File: src/rtl/uart_tx_fifo.sv
// rtl/uart_tx_fifo.sv - circular byte FIFO that feeds uart_tx one frame at a time
module uart_tx_fifo #(
    parameter int DBIT   = 8,
    parameter int ADDR_W = 4
) (
    input  logic              clk,
    input  logic              rst,
    input  logic              wr_en,
    input  logic [DBIT-1:0]   w_data,
    output logic              full,
    output logic              empty,
    output logic [ADDR_W:0]   count,
    output logic              overflow,
    input  logic              tx_done_tick,
    output logic              tx_start,
    output logic [DBIT-1:0]   din,
    output logic              busy
);

    localparam logic [ADDR_W:0] DEPTH = {1'b1, {ADDR_W{1'b0}}};

    typedef enum logic [1:0] {IDLE, START, BUSY} state_t;

    state_t                  state;
    logic [DBIT-1:0]         mem [2**ADDR_W];
    logic [ADDR_W-1:0]       wr_ptr;
    logic [ADDR_W-1:0]       rd_ptr;
    logic                    push;
    logic                    pop;

    // full/empty come from the registered count, so a pop cannot make room
    // for a write in the same cycle
    assign full  = (count == DEPTH);
    assign empty = (count == '0);
    assign push  = wr_en && !full;
    assign pop   = (state == IDLE) && !empty;

    always_ff @(posedge clk) begin
        if (push) begin
            mem[wr_ptr] <= w_data;
        end
    end

    always_ff @(posedge clk or posedge rst) begin
        if (rst) begin
            wr_ptr   <= '0;
            count    <= '0;
            overflow <= 1'b0;
        end else begin
            overflow <= wr_en && full;
            if (push) begin
                wr_ptr <= wr_ptr + ADDR_W'(1);
            end
            if (push && !pop) begin
                count <= count + (ADDR_W+1)'(1);
            end else if (pop && !push) begin
                count <= count - (ADDR_W+1)'(1);
            end
        end
    end

    always_ff @(posedge clk or posedge rst) begin
        if (rst) begin
            state    <= IDLE;
            rd_ptr   <= '0;
            tx_start <= 1'b0;
            din      <= '0;
            busy     <= 1'b0;
        end else begin
            case (state)
                IDLE: begin
                    tx_start <= 1'b0;
                    if (pop) begin
                        din      <= mem[rd_ptr];
                        rd_ptr   <= rd_ptr + ADDR_W'(1);
                        tx_start <= 1'b1;
                        busy     <= 1'b1;
                        state    <= START;
                    end
                end
                START: begin
                    tx_start <= 1'b0;
                    state    <= BUSY;
                end
                BUSY: begin
                    tx_start <= 1'b0;
                    if (tx_done_tick) begin
                        busy  <= 1'b0;
                        state <= IDLE;
                    end
                end
                default: begin
                    tx_start <= 1'b0;
                    busy     <= 1'b0;
                    state    <= IDLE;
                end
            endcase
        end
    end

endmodule
File: config.mk
export PLATFORM = sky130hd
export DESIGN_NAME = uart_tx_fifo
export DESIGN_NICKNAME = d
export VERILOG_FILES = /design/src/rtl/uart_tx_fifo.sv
export SDC_FILE = /design/constraint.sdc
export NUM_CORES = 1
export LEC_CHECK = 0
export ABC_AREA = 1
export CORE_ASPECT_RATIO = 0.9
export CORE_MARGIN = 2
export CORE_UTILIZATION = 54
export DETAILED_ROUTE_END_ITERATION = 8
export GPL_TIMING_DRIVEN = 0
export MAX_ROUTING_LAYER = met4
export PLACE_DENSITY = 0.75
export SETUP_SLACK_MARGIN = 0.2
export SLEW_MARGIN = 5
export SYNTH_ARGS = -nofsm -noshare
export SYNTH_HDL_FRONTEND = slang
export SYNTH_SLANG_ARGS = --single-unit
File: constraint.sdc
create_clock -name clk -period 2.3 [get_ports clk]
set_input_delay 0.345 -clock clk [delete_from_list [all_inputs] [get_ports clk]]
set_output_delay 0.345 -clock clk [all_outputs]
set_load 0.005 [all_outputs]
* Word-level counts from Yosys, hierarchy flattened
Memory sizes are Yosys's and may differ from the RTL's. A register that Yosys moved wholly into a read port is not among the register bits.
Index checks and enable logic that the tools add are counted.
** Operators by class
- $add $sub $neg :: 4
- Reductions and logical operators :: 15
- Multiplexer cells :: 12
- Bitwise gates (word level) :: 1
- Equality and inequality tests :: 5
** Operator list (count)
- 5-bit 2-to-1 mux :: 2
- 4-bit by 1-bit adder with 4-bit output (second input constant) :: 2
- 1-bit 2-to-1 mux :: 6
- 2-bit case mux with 3 select lines :: 1
- 5-bit by 1-bit adder with 5-bit output (second input constant) :: 1
- 5-bit == test (second input constant) :: 1
- 1-bit logical AND :: 5
- 5-bit zero test :: 1
- 5-bit by 1-bit subtractor with 5-bit output (second input constant) :: 1
- 1-bit zero test :: 4
- 2-bit 2-to-1 mux :: 2
- 2-bit != test (second input constant) :: 2
- 2-bit AND reduction :: 2
- 1-bit case mux with 3 select lines :: 1
- 3-bit AND reduction :: 1
- 2-bit by 1-bit == test with 1-bit output (second input constant) :: 1
- 2-bit == test (second input constant) :: 1
- 2-bit zero test :: 1
- 2-bit nonzero test :: 1
- 1-bit inverter :: 1
** Storage, ports and cells
- Word-level logic and storage cells :: 45
- Output and inout port bits :: 18
- Memory bits (writable) :: 128
- Register bits :: 18
- Input port bits :: 12
- Memories :: 1
** Memory list
- mem :: depth 16, width 8, rd ports 1, clocked after memory_dff 1, write ports 1, RTL line 25 : logic [DBIT-1:0] mem [2**ADDR_W];

* Longest topological paths before layout
Gate-level depths: netlist of run 1.
- Depth after elaboration :: 7
- Mapped depth :: 13
- Mapped depth without buffers :: 13

* Least setup slack after synthesis of run 1
OpenSTA, ideal clock, no wires.
- Kind :: reg-to-reg
- From :: register count[0]
- To :: register count[4]
- Path slack :: -0.118 ns
- Required time :: 2.179 ns
- Arrival :: 2.296 ns
- Period minus slack after synthesis :: 2.418 ns
- Buffers on the path :: 0
- Library setup time :: 0.121 ns
- Cell stages (with the launch flop) :: 14
- Path through :: dfrtp_1 > nor4_2 > nand2_1 > nand2_2 > inv_1 > ha_1 > inv_1 > ha_1 > a21oi_1 > o21ai_0 > a21oi_1 > o21ai_0 > nand2_1 > nand2_1
** On the way
- Word-level cells in the longest chain between the ends :: 6
- Elaborated cells between the ends (all ways) :: 15
- Classes of those cells :: add/sub (2); eq/ne (1); mux (2); reduce/logical (10)
** Ends and longest elaborated chain
- from (decl) :: RTL line 12 : output logic [ADDR_W:0] count,
- from (signal assigned) :: RTL line 55 : count <= count + (ADDR_W+1)'(1);
- from (signal assigned) :: RTL line 57 : count <= count - (ADDR_W+1)'(1);
- 5-bit == test (*) :: RTL line 33 : assign full = (count == DEPTH);
- 1-bit zero test (*) :: RTL line 35 : assign push = wr_en && !full;
- 1-bit logical AND (*) :: RTL line 35
- via push :: RTL line 28 : logic push;
- 1-bit zero test :: RTL line 56 : end else if (pop && !push) begin
- 1-bit logical AND :: RTL line 56
- 2-bit nonzero test (no line)
Mark *: on every way through the listed nets, which the timed path passes. The rest lies on a longest branch. The select of a mux whose other input is x is not followed.
A chain may end at the register's enable or synchronous reset.

* Final worst setup path of run 1
- From :: register count[2]
- To :: register count[4]
** On the way
- Word-level cells in the longest chain between the ends :: 6
- Elaborated cells between the ends (all ways) :: 15
- Classes of those cells :: add/sub (2); eq/ne (1); mux (2); reduce/logical (10)
** Ends and longest elaborated chain
- parallel branches: the longest is 6 deep, another holds 5-bit by 1-bit subtractor with 5-bit output
Parallel ways; which one is timed is not known. The select of a mux whose other input is x is not followed.

==> summary.txt, run 1 <==
Run status
  – Result of the run: complete, no violations

Route
  – Via-per-instance ratio: 5.339
  – Vias: 4928
  – Remaining DRCs: 0
  – Number of optimization iterations in the first detailed-route pass: 6
  – Number of nets still failing antenna checks after routing: 0
  – Average wire per standard cell: between 15 and 20 um
  – Count of routing violations after the opening detailed-route iteration: 602
  – Total wirelength of the detailed-routed design: ~17 mm

Floorplanning
  – Core Region: roughly 13000 um^2
  – Number of top-level pins: 30
  – Die Span Y: 111.1 um
  – Horizontal extent of the die: about 120 um
  – Die outline area: 13660 um^2
  – Row count: 39
  – Initial standard-cell utilization of the core: 0.5466

Power
  – Final Power: 10.84 mW
  – Switching Share: 0.3659
  – Total power divided by cell area: 1302 nW/um^2
  – Maximum vdd drop: around 0.0010 V
  – Net switching component of the power: 3.968 mW
  – Clock network power share: 0.271
  – Share of total power in sequential cells: 0.339
  – Design internal power: 6.877 mW
  – Share of total power in combinational logic: 0.390
  – Pleak: between 3 and 4 nW

CTS
  – Number of clock sinks: 154
  – Maximum level of the CTS H-tree: 4
  – Clk_lat worst skew: 430 ps
  – Longest Clk Path Bufs: 2
  – CTS tree: built
  – Hold-fix buffers, CTS: 0
  – Root cell of the clock tree: sky130_fd_sc_hd__clkbuf_16
  – Number of buffers created by CTS: 17
  – Clock slew at the register clock pins of the worst setup and hold paths: 70 ps

Yosys
  – Count of mapped cells out of synthesis: 684
  – Yosys warns: 0
  – Library cells used by synthesis: 27
  – Mapped Area: between 6000 and 7000 um^2
  – Number of flip-flops and latches in the synthesized netlist: 154
  – Nets in the synthesized netlist: between 700 and 800
  – Average footprint of a synthesized cell: 10.06 um^2
  – Sequential cell area fraction in the yosys report: 0.6531

Placement
  – Pre-CTS worst setup slack: -245.3 ps
  – Post-detail-place hpwl: 10.52 mm
  – Final GP Congestion: 0.8742
  – IO Port Bufs: 29

Setup path
  – Type of destination of the critical path: flop
  – Slowest Stage Delay on Critical Path: 430 ps
  – Critical-path cell with the highest stage delay: sky130_fd_sc_hd__dfrtp_2
  – Startpoint type of the worst setup path: flop
  – Cells along the critical path: nor4_4 > nand2_2 > nand2_4 > buf_8 > ha_4 > inv_6 > ha_1 > nand2_1 > o21ai_2 > a21oi_2 > o211ai_1 > nand2_1
  – CP top delay family: simple AND/OR/NAND/NOR gates
  – Required @ worst endpoint: 2610 ps
  – Critical path type: reg -> reg
  – Most frequent CP cell: sky130_fd_sc_hd__nand2_1
  – WP buf/inv: 2
  – Worst reg2reg setup slack: 20 ps
  – Arrival time at the worst endpoint: 2590 ps
  – Critical-path maximum fanout: 4

Timing
  – Smallest hold slack: 452.8 ps
  – Transition time of the tightest slew-check pin: 1011 ps
  – Crit path setup slack, layout: around 22 ps
  – Maximum frequency from static timing analysis: 438.9 MHz
  – Number of endpoints with negative hold slack in the final report: 0
  – Number of max-slew violations in the final report: 0
  – Setup TNS: 0 ps
  – Final critical path time including I/O delays and setup: 2278 ps
  – Worst clock skew: around 10 ps
  – Number of setup violations in the final report: 0
  – Final critical-path share of the clock period: 0.9906
  – RSZ-0062 raised after global routing: true
  – Worst slew margin relative to its limit: 0.3255

Layout
  – P&R area growth vs syn: 21.07%
  – Commonest cells after routing, fill and taps aside: sky130_fd_sc_hd__nand2_1, sky130_fd_sc_hd__edfxtp_1, sky130_fd_sc_hd__inv_1
  – Leading cell type in the layout, fill and taps excluded: sky130_fd_sc_hd__nand2_1
  – Fraction of final layout cells with drive strength greater than 1: 0.1502
  – Nets: 769
  – Final cell utilization of the core: 0.6618
  – Number of inserted diodes: 0

GRT
  – Overall overflow remaining after global route: 0
  – Wire length of the first global-routing pass: about 25 mm
  – Via count of the first global-routing pass: 4789
  – Maximum number of pins on one net before global-route repair: 27
  – Number of antenna violations at the first check in global routing: 0
  – Overall Global Routing Usage: 0.2650

Worst hold path
  – Worst hold path type: in -> async

Run
  – Max-cap violations: 0
-- power by group through the flow --
stage	Combinational [mW]	Clock, mW	Sequential, mW
4_1_cts	3.97	2.96	3.68
3_5_place_dp	3.60	0	3.73
3_3_place_gp	3.49	0	3.71
5_1_grt	4.61	3.08	3.72
2_1_floorplan	2.43	0	3.68
6_report	4.23	2.94	3.68
-- kinds of logic after synthesis --
family                     synth area share
AOI/OAI and AO/OA                   0.01109
xor gates and xnor gates           0.006365
adders and majority gates           0.02109
buffers and inverters               0.09364
DFF                                  0.6531
and+or+nand+nor                      0.2147
-- registers in the layout, indices dropped and copies added (netlist names) --
signal / flops
count: 5
din: 8
wr_ptr: 4
state: 2
rd_ptr: 4
tx_start: 1
busy: 1
mem: 128
overflow: 1
-- routing by layer --
metal  part of all wire  up-vias  global-route usage
met5                  0        -                   -
li1                   -     2320                   -
met1               0.42     2370              0.3442
met2               0.48      204              0.4041
met3              0.082       34             0.08436
met4              0.022        0             0.07424
-- path summary, 6_finish.rpt --
path                                           start              endpoint  depth (start not counted)
worst max-delay path            count[2]$_DFFE_PP0P_  count[4]$_DFFE_PP0P_                         12
worst min-delay path                             rst  count[4]$_DFFE_PP0P_                          2
worst max register to register  count[2]$_DFFE_PP0P_  count[4]$_DFFE_PP0P_                         12
worst min register to register    din[7]$_DFFE_PP0P_    din[7]$_DFFE_PP0P_                          2
max in group asynchronous                        rst  count[3]$_DFFE_PP0P_                          2
min in group clk                  din[7]$_DFFE_PP0P_    din[7]$_DFFE_PP0P_                          2
-- cell type report --
| type | count | area [um^2] |
|---|---|---|
| fillers | 936 | 4258 |
| clock inverters | 15 | 196.4 |
| multi-input cells | 379 | 1949 |
| well taps | 164 | 205.2 |
| clock buffers | 17 | 425.4 |
| inverters | 122 | 465.4 |
| flip-flops and latches | 154 | 4499 |
| plain buffers | 29 | 190.2 |
| repair buffers | 43 | 400.4 |
-- stage by stage --
| stage | cell area [um^2] | std cells |
|---|---|---|
| detailed placement | 7417 | 877 |
| global placement | 7417 | 877 |
| CTS | 8257 | 917 |
| floorplan | 6922 | 684 |
| finish | 8332 | 923 |
| global route | 8332 | 923 |
-- synth_stat cells --
cell                       instances  area share
sky130_fd_sc_hd__clkbuf_1          2      0.0011
sky130_fd_sc_hd__a21oi_1           4      0.0029
sky130_fd_sc_hd__ha_1             10       0.018
sky130_fd_sc_hd__nand3_1          99       0.072
sky130_fd_sc_hd__inv_2             2      0.0011
sky130_fd_sc_hd__nand2_4           1      0.0016
sky130_fd_sc_hd__buf_1             2      0.0011
sky130_fd_sc_hd__fa_1              1      0.0029
sky130_fd_sc_hd__xnor2_1           3      0.0038
sky130_fd_sc_hd__dfrtp_1          26       0.095
sky130_fd_sc_hd__buf_6             3      0.0049
sky130_fd_sc_hd__xor2_1            2      0.0025
sky130_fd_sc_hd__o211ai_1          1      0.0011
sky130_fd_sc_hd__o21ai_0           7      0.0051
sky130_fd_sc_hd__edfxtp_1        128        0.56
sky130_fd_sc_hd__nor2_1            6      0.0033
sky130_fd_sc_hd__nor3_1           16       0.012
sky130_fd_sc_hd__buf_4            11       0.012
sky130_fd_sc_hd__buf_2            11      0.0080
sky130_fd_sc_hd__o21a_1            1      0.0011
sky130_fd_sc_hd__nor4_2            1      0.0018
sky130_fd_sc_hd__a31oi_1           1     0.00091
sky130_fd_sc_hd__nand2_2           2      0.0018
sky130_fd_sc_hd__or2_2             1     0.00091
sky130_fd_sc_hd__nand2_1         223        0.12
sky130_fd_sc_hd__inv_1           119       0.065
sky130_fd_sc_hd__clkinv_1          1     0.00054
-- repair_timing --
action,4_1_cts,5_1_grt
gates resized for setup,37,11
setup buffers,8,6
endpoints found under the setup margin,134,13
pin swaps,12,10
Note: power is estimated with default switching activity, not from simulation.
==> inputs of run 2 (changes only) <==
--- a/config.mk
+++ b/config.mk
@@ -7,7 +7,7 @@
 export LEC_CHECK = 0
 export ABC_AREA = 1
 export CORE_ASPECT_RATIO = 0.9
-export CORE_MARGIN = 2
+export CORE_MARGIN = 4
 export CORE_UTILIZATION = 54
 export DETAILED_ROUTE_END_ITERATION = 8
 export GPL_TIMING_DRIVEN = 0
==> run 2 against run 1 <==
  * The run now ends with negative setup slack left
  * Die area up 7.0%
  * Global-route usage down 1.3 points
  * Worst setup slack worse by 64 ps
  * Final cell count down 0.87%
  * Clock skew up 2.9 ps
  * Clock power down 4%
  * Maximum frequency down 2.7%
  * Sequential share of layout area up 0.56 points
  * Critical path depth up 1
  * Critical endpoint unchanged
==> summary.txt, run 2 (synthesis results as in run 1) <==
Power
  – Total power divided by cell area: 1291 nW/um^2 (-0.85%)
  – Design internal power: 6.794 mW (-1.2%)
  – Maximum vdd drop: 0.001015 V (+1.9%)
  – Share of total power in sequential cells: 0.347 (+0.008)
  – Net switching component of the power: 3.849 mW (-3.0%)
  – Switching Share: 0.3616 (-0.004263)
  – Clock network power share: 0.264 (-0.007)
  – Share of total power in combinational logic: 0.389 (about the same)
  – Pleak: 3.601 nW (-1.1%)

Run status
  – Failing checks: negative setup slack
  – Result of the run: finished with violations

Layout
  – Largest register FFs: 128 (unchanged)
  – Register with the highest flop count: mem
  – Commonest cells after routing, fill and taps aside: sky130_fd_sc_hd__nand2_1, sky130_fd_sc_hd__edfxtp_1, sky130_fd_sc_hd__inv_1
  – Leading cell type in the layout, fill and taps excluded: sky130_fd_sc_hd__nand2_1
  – Largest registers: mem x128, din x8, count x5
  – Fillers: 961 (+2.7%)
  – P&R area growth vs syn: 19.84%
  – Number of inserted diodes: 0 (unchanged)
  – Nets: 767 (-0.26%)
  – Fraction of final layout cells with drive strength greater than 1: 0.1364 (-0.01377)
  – Final cell utilization of the core: 0.6723 (+0.01048)

CTS
  – Maximum level of the CTS H-tree: 4 (unchanged)
  – CTS tree: built
  – Longest Clk Path Bufs: 2 (unchanged)
  – Hold-fix buffers, CTS: 0 (unchanged)
  – Number of clock sinks: 154 (unchanged)
  – Clock slew at the register clock pins of the worst setup and hold paths: 60 ps (about the same)
  – Number of buffers created by CTS: 17 (unchanged)
  – Clk_lat worst skew: 430 ps (about the same)
  – Root cell of the clock tree: sky130_fd_sc_hd__clkbuf_16

Floorplanning
  – Die Span Y: 115.1 um (+3.6%)
  – Initial standard-cell utilization of the core: 0.5610 (+0.01438)
  – Number of top-level pins: 30 (unchanged)
  – Row count: 38 (-2.6%)
  – Core Region: 12270 um^2 (-2.6%)
  – Horizontal extent of the die: 127.0 um (+3.3%)
  – Die outline area: 14620 um^2 (+7.0%)

GRT
  – Number of antenna violations at the first check in global routing: 0 (unchanged)
  – Overall Global Routing Usage: 0.2524 (-0.01259)
  – Overall overflow remaining after global route: 0 (unchanged)
  – Wire length of the first global-routing pass: 26.05 mm (+2.2%)
  – Maximum number of pins on one net before global-route repair: 27 (unchanged)
  – Via count of the first global-routing pass: 4775 (-0.29%)

Setup path
  – Type of destination of the critical path: flop
  – Crit Reg-Reg Startpoint: count[3]$_DFFE_PP0P_
  – Critical-path maximum fanout: 5 (+1)
  – Required @ worst endpoint: 2610 ps (about the same)
  – Arrival time at the worst endpoint: 2650 ps (+60 ps)
  – Worst setup path endpoint: count[4]$_DFFE_PP0P_
  – Length in cells of the worst reg-to-reg path: 13 (+1)
  – CP Launch Point: count[3]$_DFFE_PP0P_
  – Startpoint type of the worst setup path: flop
  – Worst reg2reg setup slack: -40 ps (-60 ps)
  – Endpoint of the most critical register-to-register path: count[4]$_DFFE_PP0P_
  – Critical path type: reg -> reg

Route
  – Via-per-instance ratio: 5.263 (-1.4%)
  – Count of routing violations after the opening detailed-route iteration: 510 (-15%)
  – Vias: 4816 (-2.3%)
  – Remaining DRCs: 0 (unchanged)
  – Number of optimization iterations in the first detailed-route pass: 5 (-1)
  – Average wire per standard cell: 18.29 um (+2.2%)
  – Number of nets still failing antenna checks after routing: 0 (unchanged)
  – Total wirelength of the detailed-routed design: 16.73 mm (+1.3%)

Placement
  – Post-detail-place hpwl: 11.28 mm (+7.2%)
  – Final GP Congestion: 0.8847 (+1.2%)
  – IO Port Bufs: 29 (unchanged)
  – Pre-CTS worst setup slack: -276.7 ps (-31.37 ps)

Timing
  – RSZ-0062 raised after global routing: true
  – Final critical-path share of the clock period: 1.019 (+0.02799)
  – Number of max-slew violations in the final report: 0 (unchanged)
  – Worst slew margin relative to its limit: 0.3318 (+0.006226)
  – Crit path setup slack, layout: -42.86 ps (-64.38 ps)
  – Number of endpoints with negative hold slack in the final report: 0 (unchanged)
  – Worst clock skew: 12.88 ps (+2.942 ps)
  – Transition time of the tightest slew-check pin: 1001 ps (-9.329 ps)
  – Number of setup violations in the final report: 2 (+2)
  – Maximum frequency from static timing analysis: 426.8 MHz (-2.7%)
  – Final critical path time including I/O delays and setup: 2343 ps (+64.38 ps)

Run
  – Max-cap violations: 0 (unchanged)

Worst hold path
  – Worst hold path type: in -> async
[run 2: cell count changes in the layout (fill, tap and decap cells not counted), moves of 2 or more]
cell                       before  now
sky130_fd_sc_hd__o21ai_2        2    0
sky130_fd_sc_hd__inv_6          5    1
sky130_fd_sc_hd__clkbuf_1       2    4
sky130_fd_sc_hd__buf_6          5    2
[run 2: stage by stage]
step / hold slack, ps / power, mW / TNS, ps / cells / cell area [um^2]
finish: 469.6 / 10.64 / -48.77 / 915 / 8247
global placement: 462.3 / 7.285 / -21490 / 873 / 7412
floorplan: 385.0 / 6.114 / 0 / 684 / 6922
CTS: 484.5 / 10.45 / 0 / 913 / 8185
global route: 506.3 / 11.30 / -421.7 / 915 / 8247
detailed placement: 469.1 / 7.433 / -11660 / 873 / 7437
[run 2: worst max-delay path, stage by stage, from the launching register on]
cell and delay (ps):
sky130_fd_sc_hd__dfrtp_2 450, sky130_fd_sc_hd__nor4_4 380, sky130_fd_sc_hd__nand2_2 140, sky130_fd_sc_hd__nand2_4 90
sky130_fd_sc_hd__buf_8 100, sky130_fd_sc_hd__ha_4 150, sky130_fd_sc_hd__inv_6 50, sky130_fd_sc_hd__ha_1 310
sky130_fd_sc_hd__nand2_1 120, sky130_fd_sc_hd__o21ai_4 70, sky130_fd_sc_hd__a21oi_2 140, sky130_fd_sc_hd__o21ai_1 90
sky130_fd_sc_hd__nand2_1 80, sky130_fd_sc_hd__nand2_1 60
[run 2: timing repair]
item	CTS	global route
endpoints found under the setup margin	102	28
pin swaps	8	7
resized for setup	23	12
gates cloned	0	0
buffers inserted	10	2
[run 2: how the worst min path moves through the flow]
stage                               to               start  slack (ps)  depth (start not counted)
detailed placement  din[7]$_DFFE_PP0P_  din[7]$_DFFE_PP0P_         470                          2
floorplan             busy$_DFFE_PP0P_                 rst         390                          1
finish              din[1]$_DFFE_PP0P_                 rst         470                          2
global route        din[7]$_DFFE_PP0P_  din[7]$_DFFE_PP0P_         510                          2
CTS                 din[1]$_DFFE_PP0P_                 rst         480                          2
global placement    din[5]$_DFFE_PP0P_  din[5]$_DFFE_PP0P_         460                          2
[run 2: per-layer routing]
metal,GRT usage,vias up,share of wire
li1,-,2312,-
met1,0.3493,2276,0.43
met2,0.3660,198,0.46
met3,0.06363,30,0.083
met4,0.09006,0,0.025
met5,-,-,0
[run 2: power by group through the flow]
stage,Sequential (mW),Clock [mW],Combinational [mW]
floorplan,3.68,0,2.43
global placement,3.71,0,3.57
detailed placement,3.73,0,3.70
CTS,3.68,2.84,3.92
global route,3.73,2.98,4.60
finish,3.69,2.81,4.14
[run 2: layout make-up]
class / instances / area, um^2 / share of cell area
sequential: 154 / 4499 / 0.5456
multi-input combinational: 379 / 1929 / 0.2340
inverter: 122 / 465.4 / 0.05644
clock buffer: 19 / 432.9 / 0.05250
timing repair buffer: 41 / 375.4 / 0.04552
tap: 160 / 200.2 / 0.02428
buffer: 29 / 190.2 / 0.02306
clock inverter: 11 / 153.9 / 0.01866
==> inputs of run 3 (changes only) <==
--- a/config.mk
+++ b/config.mk
@@ -6,6 +6,7 @@
 export NUM_CORES = 1
 export LEC_CHECK = 0
 export ABC_AREA = 1
+export CAP_MARGIN = 20
 export CORE_ASPECT_RATIO = 0.9
 export CORE_MARGIN = 4
 export CORE_UTILIZATION = 54
==> run 3 against run 2 <==
  * The flow still finishes with violations (negative setup slack)
  * Clock power shrank 1%
  * Sequential cell count is the same
  * Sequential power is essentially flat
  * Register-to-register slack lost 20 ps
  * Non-clock buffer count grew 9
  * Count of clock-buffer cells in the layout is the same
  * Power grew 0.92%
  * Worst hold slack lost 220 ps
  * Via count grew 2.3%
==> summary.txt, run 3 (synthesis results as in run 1) <==
Run status
  – Result of the run: finished with violations
  – Failing checks: negative setup slack

Timing
  – Worst clock skew: 8.357 ps (-4.525 ps)
  – Final critical-path share of the clock period: 1.026 (+0.007312)
  – Number of endpoints with negative hold slack in the final report: 0 (unchanged)
  – Transition time of the tightest slew-check pin: 940.5 ps (-60.73 ps)
  – Setup TNS: -59.68 ps (-10.91 ps)
  – Crit path setup slack, layout: -59.68 ps (-16.82 ps)
  – Final critical path time including I/O delays and setup: 2360 ps (+16.82 ps)
  – Maximum frequency from static timing analysis: 423.8 MHz (-0.71%)
  – Worst slew margin relative to its limit: 0.3696 (+0.03780)
  – Number of max-slew violations in the final report: 0 (unchanged)
  – Smallest hold slack: 244.9 ps (-224.7 ps)
  – Number of setup violations in the final report: 1 (-1)
  – RSZ-0062 raised after global routing: true

Layout
  – Leading cell type in the layout, fill and taps excluded: sky130_fd_sc_hd__nand2_1
  – Fraction of final layout cells with drive strength greater than 1: 0.1501 (+0.01371)
  – Fillers: 940 (-2.2%)
  – Largest registers: mem x128, din x8, count x5
  – Register with the highest flop count: mem
  – Nets: 776 (+1.2%)
  – Number of inserted diodes: 0 (unchanged)
  – Commonest cells after routing, fill and taps aside: sky130_fd_sc_hd__nand2_1, sky130_fd_sc_hd__edfxtp_1, sky130_fd_sc_hd__inv_1
  – Post-route design area: 8332 um^2 (+1.0%)
  – P&R area growth vs syn: 21.07%
  – Largest register FFs: 128 (unchanged)

Route
  – Count of routing violations after the opening detailed-route iteration: 491 (-3.7%)
  – Number of optimization iterations in the first detailed-route pass: 5 (unchanged)
  – Average wire per standard cell: 18.42 um (+0.70%)
  – Total wirelength of the detailed-routed design: 17.05 mm (+1.9%)
  – Number of nets still failing antenna checks after routing: 0 (unchanged)
  – Vias: 4925 (+2.3%)
  – Via-per-instance ratio: 5.319 (+1.0%)
  – Remaining DRCs: 0 (unchanged)

Setup path
  – Startpoint type of the worst setup path: flop
  – Worst reg2reg setup slack: -60 ps (-20 ps)
  – Critical-path maximum fanout: 5 (unchanged)
  – Critical path type: reg -> reg
  – Required @ worst endpoint: 2600 ps (about the same)
  – CP top delay family: simple AND/OR/NAND/NOR gates
  – Slowest Stage Delay on Critical Path: 440 ps (about the same)
  – Type of destination of the critical path: flop
  – Critical-path cell with the highest stage delay: sky130_fd_sc_hd__dfrtp_2
  – WP buf/inv: 2 (unchanged)
  – Arrival time at the worst endpoint: 2660 ps (about the same)
  – Cells along the critical path: nor4_4 > nand2_2 > nand2_4 > inv_6 > ha_4 > inv_8 > ha_4 > a21oi_4 > o21ai_2 > a21oi_2 > o21ai_1 > nand2_1 > nand2_1

GRT
  – Met2 track utilization from global routing: 0.3681 (+0.002116)
  – Most heavily used metal layer in global routing: met2
  – Wire length of the first global-routing pass: 26.43 mm (+1.4%)
  – Met3 track demand over resource: 0.05806 (-0.005574)
  – Maximum number of pins on one net before global-route repair: 27 (unchanged)
  – Number of antenna violations at the first check in global routing: 0 (unchanged)
  – Met1 layer usage reported by global route: 0.3505 (+0.001136)
  – Overall overflow remaining after global route: 0 (unchanged)
  – Via count of the first global-routing pass: 4815 (+0.84%)
  – Overall Global Routing Usage: 0.2546 (+0.002161)

CTS
  – Number of clock sinks: 154 (unchanged)
  – CTS tree: built
  – Clock slew at the register clock pins of the worst setup and hold paths: 60 ps (about the same)
  – Maximum level of the CTS H-tree: 4 (unchanged)
  – Number of buffers created by CTS: 17 (unchanged)
  – Clk_lat worst skew: 430 ps (about the same)
  – Longest Clk Path Bufs: 2 (unchanged)
  – Root cell of the clock tree: sky130_fd_sc_hd__clkbuf_16
  – Hold-fix buffers, CTS: 0 (unchanged)

Power
  – Pleak: 3.653 nW (+1.4%)
  – Maximum vdd drop: 0.001029 V (+1.4%)
  – Final Power: 10.74 mW (+0.92%)
  – Total power divided by cell area: 1289 nW/um^2 (-0.11%)

Floorplanning
  – Initial standard-cell utilization of the core: 0.5610 (unchanged)
  – Row count: 38 (unchanged)
  – Core Region: 12270 um^2 (unchanged)
  – Number of top-level pins: 30 (unchanged)
  – Die Span Y: 115.1 um (unchanged)
  – Horizontal extent of the die: 127.0 um (unchanged)
  – Die outline area: 14620 um^2 (unchanged)

Placement
  – Total cell area at the placement stage: 7472 um^2 (+0.47%)
  – Final GP Congestion: 0.8847 (unchanged)
  – Post-detail-place hpwl: 11.40 mm (+1.0%)
  – IO Port Bufs: 29 (unchanged)
  – Pre-CTS worst setup slack: -164.7 ps (+112.0 ps)

Worst hold path
  – Worst hold path type: in -> async

Run
  – Max-cap violations: 0 (unchanged)
run 3: timing repair:
action,in CTS,in global routing
cloned,0,0
setup endpoints to repair,71,8
buffers inserted,9,5
pin swaps,8,8
resized for setup,21,13
run 3: power by group:
group | leakage, nW | switching, mW | total [mW] | internal, mW
Clock | 0.276 | 1.08 | 2.77 | 1.69
Combinational | 1.90 | 2.65 | 4.29 | 1.64
Sequential | 1.47 | 0.228 | 3.68 | 3.45
run 3: area by class of cell:
class | count | area (um^2) | share of cell area
clock inverter | 13 | 152.6 | 0.01832
clock buffer | 19 | 432.9 | 0.05196
multi-input combinational | 379 | 1929 | 0.2316
inverter | 122 | 470.5 | 0.05646
sequential | 154 | 4499 | 0.5400
buffer | 29 | 190.2 | 0.02283
tap | 160 | 200.2 | 0.02403
timing repair buffer | 50 | 456.7 | 0.05481
run 3: metal layers:
layer,routed length [um],vias up
met5,0,-
met4,529,0
met3,1385,37
met2,7843,211
met1,7295,2344
li1,-,2333
run 3: stage by stage:
| stage | std cells | utilization |
|---|---|---|
| 2_1_floorplan | 684 | - |
| 3_3_place_gp | 873 | 0.6042 |
| 3_5_place_dp | 878 | 0.6091 |
| 4_1_cts | 919 | 0.6691 |
| 5_1_grt | 926 | 0.6792 |
| 6_report | 926 | 0.6792 |
run 3: path summary, 6_finish.rpt:
kind / startpoint / end / cells past startpoint
min in group clk: din[5]$_DFFE_PP0P_ / din[5]$_DFFE_PP0P_ / 2
max in group asynchronous: rst / count[1]$_DFFE_PP0P_ / 3
setup reg to reg: count[3]$_DFFE_PP0P_ / count[4]$_DFFE_PP0P_ / 13
hold reg to reg: din[5]$_DFFE_PP0P_ / din[5]$_DFFE_PP0P_ / 2
hold / removal: rst / din[3]$_DFFE_PP0P_ / 2
setup / recovery: count[3]$_DFFE_PP0P_ / count[4]$_DFFE_PP0P_ / 13
run 3: worst reg2reg max path, cell delays in order (launching register included):
cell	delay [ps]
sky130_fd_sc_hd__dfrtp_2	440
sky130_fd_sc_hd__nor4_4	360
sky130_fd_sc_hd__nand2_2	140
sky130_fd_sc_hd__nand2_4	130
sky130_fd_sc_hd__inv_6	50
sky130_fd_sc_hd__ha_4	180
sky130_fd_sc_hd__inv_8	80
sky130_fd_sc_hd__ha_4	210
sky130_fd_sc_hd__a21oi_4	140
sky130_fd_sc_hd__o21ai_2	110
sky130_fd_sc_hd__a21oi_2	160
sky130_fd_sc_hd__o21ai_1	90
sky130_fd_sc_hd__nand2_1	80
sky130_fd_sc_hd__nand2_1	70
==> edit 1, RTL diff (config.mk and constraints of run 2) <==
Remove the register `overflow`: a continuous assignment takes its place, so the output `overflow` follows one clock earlier.
--- a/src/rtl/uart_tx_fifo.sv
+++ b/src/rtl/uart_tx_fifo.sv
@@ -45,9 +45,7 @@
         if (rst) begin
             wr_ptr   <= '0;
             count    <= '0;
-            overflow <= 1'b0;
         end else begin
-            overflow <= wr_en && full;
             if (push) begin
                 wr_ptr <= wr_ptr + ADDR_W'(1);
             end
@@ -58,6 +56,8 @@
             end
         end
     end
+
+    assign overflow = wr_en && full;
 
     always_ff @(posedge clk or posedge rst) begin
         if (rst) begin
Formal check against the unedited RTL: same outputs for any inputs over 10 cycles, from zero or initial values and one cycle with rst high; that may be too few to reach the edited logic, so the function may still have changed.
==> edit 1 against run 2 <==
- clock skew fell by 0.0033 ns
- final area fell by 0.39%
- worst setup slack improved by 0.11 ns
- routed wire length fell by 2.9%
- power fell by 1.9%
- synthesized area fell by 0.36%
- sequential cell count fell by 1
- critical path type unchanged
- largest cell class unchanged
- largest power group unchanged
==> edit 1: results (changes against run 2) <==
sta:
  fin_skew_ns: 0.009623  # -0.003259 ns
  relSlewSlack_pct: 35.04  # +1.9 points
  holdWs_ns: 0.4697  # +0.0001170 ns
route:
  drt-met1-wl_um: 6938  # -4.2%
  met2_length_um: 7758  # +0.99%
  drtIter0Drc: 583  # +14%
  viasPerCell: 5.351  # +1.7%
  drtPass1Iterations: 5  # unchanged
  wl_met3_um: 1309  # -5.4%
  wirelength_um: 16250  # -2.9%
  wire_per_inst_um: 17.72  # -3.1%
layout:
  drive_gt1_share_pct: 14.27  # +0.62 points
  n_fill_cell: 877  # -8.7%
  buf_share_pct: 6.900  # +0.042 points
  signal_buffers: 71  # +1.4%
  multi_input_area_share_pct: 23.58  # +0.18 points
  multiInputCombCellCount: 379  # unchanged
  clkCellAreaFrac_pct: 6.900  # -0.22 points
  nClkBuffers: 26  # +7
  seq_area_um2: 4473  # -0.58%
outcome:
  status: "finished clean"
synth:
  ys_async_sr_fraction_pct: 16.34  # -0.54 points
  synthesis.nets: 706  # -0.14%
  synth_commonest_cells: "223 x nand2_1, 128 x edfxtp_1, 119 x inv_1"
  seq_area_frac_synth_pct: 65.18  # -0.13 points
  syn_inst: 683  # -0.15%
  synth_area_leaders: "edfxtp_1 56%, nand2_1 12%, dfrtp_1 9.1%, nand3_1 7.2%, inv_1 6.5%"
global_routing:
  grtUsageMet2_pct: 36.50  # -0.11 points
  gr-usage-all-layers_pct: 23.66  # -1.6 points
  grt_pass1_vias: 4722  # -1.1%
  grt_pass1_wl_um: 25050  # -3.9%
  grt_max_degree: 26  # -3.7%
  grt_util_met1_pct: 31.33  # -3.6 points
  grt_util_met3_pct: 5.620  # -0.74 points
placed_design:
  place_congestion: 0.9276  # +4.8%
  placed_area_um2: 7397  # -0.54%
  placed_cells: 872  # -0.11%
  place_worst_setup_slack_ns: -0.2449  # +0.03185 ns
  dpl.hpwl_um: 10530  # -6.6%
pwr:
  p_leak_nw: 3.599  # about the same
  seq_power_w: 0.00367
  p_sw_w: 0.003822  # -0.70%
  powerComb_w: 0.00416
  ir_worst_vdd_mv: 0.8721  # -14%
  seqPwrFrac_pct: 35.1  # +0.4 points
setup_path:
  r2r-start: "count[1]"
  rrSetupSlack_ns: 0.06  # +0.11 ns
  worstPathArrival_ns: 2.54  # -0.11 ns
  crit_fanout: 4  # -1
  slowest_delay_ns: 0.43  # -0.02 ns
  worstRegToRegCells: 10  # -3
  worstReg2RegEnd: "count[4]"
clock_network:
  insertion_delay_ns: 0.42
  post-cts-setup-buffers: 4  # -6
  clock-sinks: 153  # -0.65%
floorplanning:
  rows: 38  # unchanged
==> edit 1: cell count changes after synthesis, sizes merged <==
cell	delta
dfrtp	-1
==> edit 1: stage by stage <==
step / utilization (%) / setup TNS, ns
after global routing: 67.22 / -0.1056
after detailed placement: 60.54 / -12.61
after floorplan: - / 0
final: 67.22 / 0
after global placement: 60.45 / -13.76
after CTS: 66.14 / 0
==> edit 1: cells by family after synthesis <==
kind of cell / Yosys count / synth area share (%)
fa+ha+maj: 11 / 2.117
xor+xnor: 5 / 0.6388
compound gates: 14 / 1.113
buf+inv: 151 / 9.398
simple gates: 349 / 21.55
flops: 153 / 65.18
==> edit 1: worst max-delay path by stage <==
stage          startpoint          to  slack [ns]  cells past startpoint
6_report         count[1]    count[4]        0.06                     10
5_1_grt          count[1]    count[4]       -0.07                     13
4_1_cts          count[0]    count[4]        0.04                     13
3_5_place_dp        wr_en  mem[11][2]       -0.24                      4
3_3_place_gp        wr_en   mem[5][7]       -0.30                      4
2_1_floorplan    count[3]    count[4]        0.12                     13
==> edit 2, RTL diff (settings of run 2) <==
Without the edit above. The parameter `DBIT` goes from 8 to 9.
--- a/src/rtl/uart_tx_fifo.sv
+++ b/src/rtl/uart_tx_fifo.sv
@@ -1,6 +1,6 @@
 // rtl/uart_tx_fifo.sv - circular byte FIFO that feeds uart_tx one frame at a time
 module uart_tx_fifo #(
-    parameter int DBIT   = 8,
+    parameter int DBIT   = 9,
     parameter int ADDR_W = 4
 ) (
     input  logic              clk,
Ports: changed (resized din and w_data); port bits go from 30 to 32. The function was not compared with the original's and may differ.
==> edit 2 against run 2 <==
- the flow still finishes with violations (negative setup slack)
- synthesized area is 9.8% higher
- combinational power up 6.5%
- final area grew 10%
- sequential share of layout area grew 0.59 points
- routed wire length increased by 7.9%
- first-iteration DRC count up 21%
- power up 7.2%
- sequential power up 10%
- non-clock buffer count is 9 higher
- worst setup slack better by 0.024 ns
- sequential cell count is 17 higher
- critical path type unchanged
- largest power group unchanged
- highest routed layer unchanged
==> edit 2: results (changes against run 2) <==
outcome:
  status: "finished with violations"
  violations: "negative setup slack"
pwr:
  ir_worst_vdd_mv: 0.9131  # -10%
  p_leak_nw: 3.976  # +10%
  swShare_pct: 37.04  # +0.88 points
sta:
  fin_skew_ns: 0.006721  # -0.006160 ns
  setup_violations: 1  # -1
  fin_ws_ns: -0.01895  # +0.02391 ns
  relSlewSlack_pct: 29.80  # -3.4 points
  setup-tns-final_ns: -0.01895  # +0.02982 ns
layout:
  top_regs: "mem: 144 flops, din: 9 flops, count: 5 flops"
  fin_nets: 842  # +9.8%
  antenna_cells: 0  # unchanged
  drive_gt1_share_pct: 13.60  # -0.044 points
clock_network:
  path_clk_slew_ns: 0.07
  h-tree-depth: 4  # unchanged
  insertion_delay_ns: 0.43  # about the same
  cts_buffers: 17  # unchanged
  clockBufferDepth: 2  # unchanged
synth:
  synth_edf_count: 144  # +13%
  ys_async_sr_fraction_pct: 15.79  # -1.1 points
  synth_ff_type: "edfxtp_1"
  synthAdderAreaFrac_pct: 1.921  # -0.19 points
  synth_area_leaders: "edfxtp_1 57%, nand2_1 12%, dfrtp_1 8.9%, nand3_1 7.4%, inv_1 6.4%"
  synth_commonest_cells: "247 x nand2_1, 144 x edfxtp_1, 129 x inv_1"
  synth-xor-area-share_pct: 0.5797  # -0.057 points
  seq_area_frac_synth_pct: 66.18  # +0.87 points
  synthesis.nets: 774  # +9.5%
  synth-compound-area-share_pct: 1.010  # -0.099 points
  ys_types: 27  # unchanged
  syn_inst: 750  # +9.6%
  yosys_warnings: 0  # unchanged
  synth.area.mux_share_pct: 0  # unchanged
global_routing:
  gr-usage-all-layers_pct: 23.43  # -1.8 points
  grt_max_degree: 28  # +3.7%
  grt_util_met1_pct: 32.41  # -2.5 points
  grtUsageMet2_pct: 35.17  # -1.4 points
  grt_pass1_wl_um: 27010  # +3.7%
  antenna_found_initial: 0  # unchanged
  grt_pass1_vias: 4978  # +4.3%
  grt_util_met3_pct: 5.990  # -0.37 points
route:
  drtPass1Iterations: 5  # unchanged
  drtIter0Drc: 616  # +21%
  viasPerCell: 5.442  # +3.4%
  vias: 5437  # +13%
  wire_per_inst_um: 18.08  # -1.2%
setup_path:
  worstPathArrival_ns: 2.63  # -0.02 ns
  crit_fanout: 5  # unchanged
min_path:
  min_path_type: "in -> async"
placed_design:
  io_buffer_count: 31  # +6.9%
  place_congestion: 0.8874  # +0.31%
  placed_cells: 949  # +8.7%
  dpl.hpwl_um: 11760  # +4.2%
  placed_area_um2: 8144  # +9.5%
-- edit 2: changes by cell type in the layout (fill, tap and decap cells not counted), sizes merged, moves of 3 or more --
cell    before  now
clkinv       7   10
nand2      226  250
clkbuf      22   28
edfxtp     128  144
nand3       99  111
inv        121  132
-- edit 2: cell families after synthesis --
group	count (synthesis)
AO/OA/AOI/OAI	14
XOR/XNOR	5
adder cells (fa/ha/maj)	11
buffers and inverters	164
flip-flops	171
AND/OR/NAND/NOR	385
-- edit 2: critical path: stages (launching register included) --
cell and delay (ns):
dfrtp_2 0.42, nor4_4 0.32, nand2_2 0.12, nand2_4 0.10
buf_6 0.11, inv_6 0.03, ha_4 0.17, inv_8 0.09
ha_4 0.22, a21oi_2 0.13, o21ai_2 0.10, a21oi_2 0.17
o21ai_1 0.09, nand2_1 0.06, nand2_1 0.05
-- edit 2: path summary, 6_finish.rpt --
check                      startpoint        to  slack, ns  cells after the start
min reg2reg                    din[0]    din[0]       0.48                      2
min in group clk               din[0]    din[0]       0.48                      2
max reg2reg                  count[0]  count[4]      -0.02                     14
max in group asynchronous         rst  count[1]       1.12                      2
min                               rst    din[0]       0.47                      2
max                          count[0]  count[4]      -0.02                     14
-- edit 2: metrics by stage --
| stage | utilization (%) | worst slack [ns] |
|---|---|---|
| after global routing | 67.16 | -0.09907 |
| after global placement | 60.08 | -0.4129 |
| after detailed placement | 60.27 | -0.3460 |
| final | 67.16 | -0.01895 |
| after CTS | 66.07 | -0.01526 |
| after floorplan | - | 0.1602 |
-- edit 2: metal layers --
layer | routed length, um | vias to the layer above
met5 | 0 | -
met4 | 223 | 0
met3 | 1560 | 30
met2 | 8537 | 278
met1 | 7737 | 2583
li1 | - | 2546
-- edit 2: cell type report --
| class | count | area (um2) |
|---|---|---|
| Inverter | 134 | 515.5 |
| Sequential cell | 171 | 5005 |
| Clock inverter | 13 | 137.6 |
| Timing Repair Buffer | 49 | 454.2 |
| Buffer | 30 | 157.7 |
| Multi-Input combinational cell | 415 | 2120 |
| Fill cell | 965 | 4438 |
| Clock buffer | 19 | 475.5 |
| Tap cell | 168 | 210.2 |
-- edit 2: repair_timing --
action	CTS	global route
setup endpoints to repair	113	31
endpoints found under the hold margin	0	0
pin swaps	12	8
hold buffers	0	0
gates resized for setup	24	18
buffers inserted	12	6
-- edit 2: power by group through the flow --
stage | Sequential, W | Clock, W | Combinational, W
floorplan | 0.00410 | 0 | 0.00253
global placement | 0.00412 | 0 | 0.00368
detailed placement | 0.00415 | 0 | 0.00383
CTS | 0.00407 | 0.00293 | 0.00414
global route | 0.00411 | 0.00307 | 0.00484
finish | 0.00407 | 0.00293 | 0.00441
